==> config.mk <==
export PLATFORM = sky130hd
export DESIGN_NAME = fft_bfly_stage
export DESIGN_NICKNAME = d
export VERILOG_FILES = /design/src/rtl/fft_bfly_stage.sv
export SDC_FILE = /design/constraint.sdc
export NUM_CORES = 2
export LEC_CHECK = 0
export CAP_MARGIN = 10
export CORE_AREA = 2 2 476 478
export DETAILED_ROUTE_END_ITERATION = 10
export DIE_AREA = 0 0 478 480
export MAX_ROUTING_LAYER = met4
export PLACE_DENSITY = 0.41
export SETUP_SLACK_MARGIN = 0.02
export SLEW_MARGIN = 40
export SYNTH_ARGS = -nofsm -noshare
export SYNTH_HDL_FRONTEND = slang
export SYNTH_SLANG_ARGS = --single-unit
==> constraint.sdc <==
create_clock -name clk -period 2.7 [get_ports clk]
set_clock_uncertainty 0.15 [all_clocks]
set_input_delay 0.54 -clock clk [delete_from_list [all_inputs] [get_ports clk]]
set_output_delay 0.54 -clock clk [all_outputs]
set_load 0.03 [all_outputs]
==> src/rtl/fft_bfly_stage.sv <==
// fft_bfly_stage: radix-2 delay-feedback butterfly that sits after the
// 16-lane delay line of an FFT stage. Each beat in the compute half of a frame
// is paired with the beat D = MEM_DEPTH/16 valid beats earlier (presented on
// shift_data_*). The registered outputs are sum = delayed + current and
// diff = delayed - current.
// Optional build macro BFLY_SCALE_EN: results are halved with round-half-up
// and saturated to WIDTH bits. Without it, results are exact at WIDTH+1 bits.
module fft_bfly_stage #(
  parameter int WIDTH     = 9,
  parameter int MEM_DEPTH = 256,
`ifdef BFLY_SCALE_EN
  localparam int OUT_W    = WIDTH
`else
  localparam int OUT_W    = WIDTH + 1
`endif
) (
  input  logic                    clk,
  input  logic                    rstn,
  input  logic signed [WIDTH-1:0] din_re        [0:15],
  input  logic signed [WIDTH-1:0] din_im        [0:15],
  input  logic                    valid,
  input  logic signed [WIDTH-1:0] shift_data_re [0:15],
  input  logic signed [WIDTH-1:0] shift_data_im [0:15],
  input  logic                    sync_clr,
  output logic signed [OUT_W-1:0] sum_re        [0:15],
  output logic signed [OUT_W-1:0] sum_im        [0:15],
  output logic signed [OUT_W-1:0] diff_re       [0:15],
  output logic signed [OUT_W-1:0] diff_im       [0:15],
  output logic                    out_valid,
  output logic                    frame_last
);

  localparam int D     = MEM_DEPTH / 16;
  localparam int CNT_W = $clog2(2 * D);
  localparam logic [CNT_W-1:0] D_CNT    = CNT_W'(D);
  localparam logic [CNT_W-1:0] LAST_CNT = CNT_W'(2 * D - 1);

  logic [CNT_W-1:0]        beat_cnt_q,   beat_cnt_d;
  logic                    out_valid_q,  out_valid_d;
  logic                    frame_last_q, frame_last_d;
  logic signed [OUT_W-1:0] sum_re_q  [0:15], sum_re_d  [0:15];
  logic signed [OUT_W-1:0] sum_im_q  [0:15], sum_im_d  [0:15];
  logic signed [OUT_W-1:0] diff_re_q [0:15], diff_re_d [0:15];
  logic signed [OUT_W-1:0] diff_im_q [0:15], diff_im_d [0:15];

  // One-bit sign extension so the add/subtract can never overflow.
  function automatic logic signed [WIDTH:0] sext(input logic signed [WIDTH-1:0] x);
    return {x[WIDTH-1], x};
  endfunction

`ifdef BFLY_SCALE_EN
  // Halve with round-half-up, then clamp; only +2^(WIDTH-1) can fall out of range.
  function automatic logic signed [OUT_W-1:0] shape(input logic signed [WIDTH:0] x);
    logic signed [WIDTH+1:0] t;
    t = {x[WIDTH], x} + (WIDTH+2)'(1);
    t = t >>> 1;
    if (t[WIDTH+1:WIDTH-1] != {3{t[WIDTH+1]}})
      return {t[WIDTH+1], {(WIDTH-1){~t[WIDTH+1]}}};
    return t[WIDTH-1:0];
  endfunction
`else
  // Exact result: the sign-extended sum already fits OUT_W bits.
  function automatic logic signed [OUT_W-1:0] shape(input logic signed [WIDTH:0] x);
    return x;
  endfunction
`endif

  // Next-state: frame counter, output strobes and butterfly results (held otherwise).
  always_comb begin
    beat_cnt_d   = beat_cnt_q;
    out_valid_d  = 1'b0;
    frame_last_d = 1'b0;
    sum_re_d     = sum_re_q;
    sum_im_d     = sum_im_q;
    diff_re_d    = diff_re_q;
    diff_im_d    = diff_im_q;
    if (sync_clr) begin
      beat_cnt_d = '0;
    end else if (valid) begin
      beat_cnt_d = (beat_cnt_q == LAST_CNT) ? '0 : beat_cnt_q + 1'b1;
      if (beat_cnt_q >= D_CNT) begin
        out_valid_d  = 1'b1;
        frame_last_d = (beat_cnt_q == LAST_CNT);
        for (int k = 0; k < 16; k++) begin
          sum_re_d[k]  = shape(sext(shift_data_re[k]) + sext(din_re[k]));
          sum_im_d[k]  = shape(sext(shift_data_im[k]) + sext(din_im[k]));
          diff_re_d[k] = shape(sext(shift_data_re[k]) - sext(din_re[k]));
          diff_im_d[k] = shape(sext(shift_data_im[k]) - sext(din_im[k]));
        end
      end
    end
  end

  // State and output registers, cleared asynchronously by rstn.
  always_ff @(posedge clk or negedge rstn) begin
    if (!rstn) begin
      beat_cnt_q   <= '0;
      out_valid_q  <= 1'b0;
      frame_last_q <= 1'b0;
      sum_re_q     <= '{default: '0};
      sum_im_q     <= '{default: '0};
      diff_re_q    <= '{default: '0};
      diff_im_q    <= '{default: '0};
    end else begin
      beat_cnt_q   <= beat_cnt_d;
      out_valid_q  <= out_valid_d;
      frame_last_q <= frame_last_d;
      sum_re_q     <= sum_re_d;
      sum_im_q     <= sum_im_d;
      diff_re_q    <= diff_re_d;
      diff_im_q    <= diff_im_d;
    end
  end

  assign sum_re     = sum_re_q;
  assign sum_im     = sum_im_q;
  assign diff_re    = diff_re_q;
  assign diff_im    = diff_im_q;
  assign out_valid  = out_valid_q;
  assign frame_last = frame_last_q;

endmodule
[Word level (Yosys, flattened, before mapping)]
Cells that the tools add are included.
Operators by class
  add/subtract/negate cells: 65
  magnitude comparators: 1
  equal/unequal tests: 1
  multiplexer cells: 9
  bitwise logic cells: 1
  reduce and logical (&&, ||, !) cells: 2
Operators with widths (count)
  $add A9 B9 Y10: 32
  $sub A9 B9 Y10: 32
  $mux W5: 3
  $mux W1: 6
  $add A5 B1 Y5 const B: 1
  $eq A5 B5 Y1 const B: 1
  $ge A5 B5 Y1 const B: 1
  $reduce_and A3 Y1: 1
  $reduce_bool A2 Y1: 1
  $not A1 Y1: 1
Storage, ports and cells
  bits in registers: 647
  input bits: 580
  logic and storage cells: 146

[Logic depth before layout (Yosys ltp)]
  depth after elaboration: 4
  depth in mapped cells: 10
  depth with buffers taken out: 9

[Worst setup path after synthesis]
Ideal clock, no wire load.
  path type: input port to flip-flop
  start: input port din_re[45] (netlist name)
  end: register sum_re_q (netlist bit sum_re[58])
  setup time: 0.131 ns
  arrival: 2.132 ns
  setup slack: 0.287 ns
  stages on the path: 7
  buffers on the path: 0
  cells stage by stage: ha_1 fa_1 nor2b_1 o221ai_1 a211oi_1 o31ai_1 or3b_1
On the way
  word-level cells in the longest chain between the ends: 1
Ends and longest elaborated chain
  start, declared: line 19  | input logic signed [WIDTH-1:0] din_re [0:15],
  $add A9 B9 Y10: line 85  | sum_re_d[k] = shape(sext(shift_data_re[k]) + sext(din_re[k]));
  end signal, assigned: line 108  | sum_re_q <= sum_re_d;
  end, declared: line 41  | logic signed [OUT_W-1:0] sum_re_q [0:15], sum_re_d [0:15];
No other way between the ends.
A chain may end at the register's enable or synchronous reset.

[Worst setup path in the final report]
  start: register sum_re_q (netlist bit sum_re[16])
  end: output port sum_re[16] (netlist name)
RTL lines
  end, declared: line 25  | output logic signed [OUT_W-1:0] sum_re [0:15],
No word-level cell between the ends.

==> results.ini <==
[run_status]
status = finished clean

[power]
vdd_drop_max_mv = 0.452
p_leak_uw = 0.0351
power_uw = 29600
p_per_area_nw_per_um2 = 397

[die]
initial_core_util_pct = 21.8
pin_count = 1222
placementRows = 174
coreArea_um2 = 224000
chipHeight_um = 480
die_x_um = 478
die_area_um2 = 229000

[clock_network]
clockBufferDepth = 3
clock_sinks = 615
htreeDepth = 3
clkTransAtPathRegs_ns = 0.06
numCtsBuffers = 92
clock_latency_ns = 0.70
root_buffer = clkbuf_16
cts_tree = built

[critical_path]
critical_path_required_ns = 2.01
max_stage_delay_ns = 0.84
regToRegSetupSlack_ns = 0.69
critPathBufInv = 1
worstSetupPathType = register to output pin
ff2ff_path_depth = 7
worstPathArrival_ns = 1.91
cp_top_family = buffers and inverters
r2r_start = beat_cnt_q[4]
slowest_stage = clkdlybuf4s50_1
reg2reg_to = diff_im[3]
start_kind = register
end_kind = output pin
crit_chain = clkdlybuf4s50_1
worstPathMaxFanout = 2

[global_route]
overflow = 0
grt_pass1_vias = 49978
grt_use_met1_pct = 23.6
use_met3_pct = 6.99
antenna_found_initial = 114
grt_max_degree = 88
grt_usage_pct = 21.0
grt.busiest_layer = met2
grt_pass1_wl_mm = 347
grt_use_met2_pct = 35.3

[min_path]
min_path_type = primary input to asynchronous set/reset pin

[finish]
final_cell_mix = clkdlybuf4s50_1 (1,112), buf_4 (1,014), nand2_1 (672)
stdcell_area_um2 = 74500
final_cell_count_no_fill = 10942
drive_gt1_share_pct = 15.7
area_growth_pct = 52.5
final_common_cell = clkdlybuf4s50_1
final_nets = 9030

[timing]
hold_slack_ns = 0.175
maxSlewViolCount = 0
period_needed_ns = 2.60
hold_viol = 0
max_freq_mhz = 384
finalSetupViolCount = 0
final.setup.tns_ns = 0
tightestPinTransition_ns = 0.657
slew_headroom_pct = 55.7
rsz0062_at_grt = no
period_share_pct = 96.4

[synthesis]
syn_inst = 5798
dominantRegCellSynth = dfrtp_1
ys_ff_latch = 615
async_flop_share_pct = 100
syn_avg_cell_area_um2 = 8.43
synth-edff-count = 0
ys_types = 73
synth_fp_nets = 7020
yosysSeqAreaShare_pct = 31.5
netlist_area_um2 = 48900
yosys_warnings = 0

[place]
gp_congestion = 0.914
placed_area_um2 = 71400
post-dp-hpwl_mm = 203
place_inst = 10705
io_buffers = 1221

[route]
num_vias = 50079
drc = 0
dr.pass1.iters = 8
drt.antenna.violating_nets = 0
wl_per_cell_um = 22.1
routed_wl_mm = 242
first_iter_violations = 2776
avgViaCountPerCell = 4.58

[flow_run]
maxCapViolCount = 0

==> stage by stage <==
step	util, %	worst slack, ns
after floorplan	-	0.287
after global placement	31.9	-0.577
after detailed placement	31.9	-0.576
after CTS	33.2	0.0211
after global routing	33.3	0.0205
final	33.3	0.0974
==> synth_stat cells (29+ instances only) <==
master	number	area share, %
nand3_1	129	1.3
inv_1	550	4.2
xor2_1	46	0.82
a31oi_1	128	1.6
clkbuf_1	166	1.3
ha_1	578	15
fa_1	64	2.6
nand4_1	29	0.37
buf_4	54	0.83
a21oi_1	251	2.6
or4_1	30	0.46
xnor2_1	108	1.9
nor2b_1	77	0.99
o211ai_1	40	0.61
o2111ai_1	30	0.54
nand3b_1	31	0.48
nor3_1	274	2.8
nor2_1	326	2.5
o21ai_0	357	3.7
nand2b_1	99	1.3
buf_2	107	1.1
dfrtp_1	615	31
o31a_1	78	1.4
o31ai_1	158	2.4
nand2_1	672	5.2
or3_1	100	1.3
o41ai_1	72	1.3
o21a_1	152	2.3
mux2i_1	35	0.72
a21o_1	37	0.57
a211o_1	37	0.66
a211oi_1	42	0.65
nor3b_1	48	0.74
==> cell families after synthesis <==
kind of cell	share of synthesized area, %
xor+xnor	2.76
flops	31.5
compound gates	21.2
buf+inv	7.54
mux	0.809
simple gates	18.8
fa+ha+maj	17.4
==> what timing repair did <==
item,CTS,global route
buffers inserted,0,0
endpoints found under the setup margin,72,17
endpoints found under the hold margin,111,0
hold buffers,1,0
pin swaps,0,0
resized for setup,74,17
==> registers in the layout, summed over array words and instances (netlist names) <==
signal and cells:
beat_cnt_q 5, frame_last 1, sum_im 149, diff_re 144, sum_re 160, diff_im 155
out_valid 1
==> routing by layer <==
layer	part of all wire (%)	vias up	wire, um
li1	-	24563	-
met1	41	23848	98900
met2	48	1384	116000
met3	7.9	284	19000
met4	3.1	0	7570
met5	0	-	0
==> worst max path at each step <==
stage / startpoint / to / slack (ns) / cells past startpoint
after global routing: sum_im[47] / sum_im[47] / 0.02 / 1
after CTS: sum_re[20] / sum_re[20] / 0.02 / 1
after global placement: shift_data_im[108] / diff_im[128] / -0.58 / 11
after floorplan: din_re[45] / sum_re[58] / 0.29 / 7
final: sum_re[16] / sum_re[16] / 0.1 / 1
after detailed placement: din_im[108] / diff_im[128] / -0.58 / 10
==> where the power goes <==
group	leakage (uW)	switching (uW)	internal, uW
combinational	0.0251	4040	3980
clock	0.00146	5220	7130
sequential	0.00859	2.24	9220
==> cell type report <==
type | count | area [um^2]
repair buffers | 2254 | 20400
diodes | 76 | 190
well taps | 2992 | 3740
flip-flops and latches | 615 | 15400
fillers | 23450 | 150000
inverters | 552 | 2080
clock buffers | 133 | 2680
multi-input cells | 4293 | 29800
clock inverters | 27 | 275
Power figures use the tool's default switching activity.
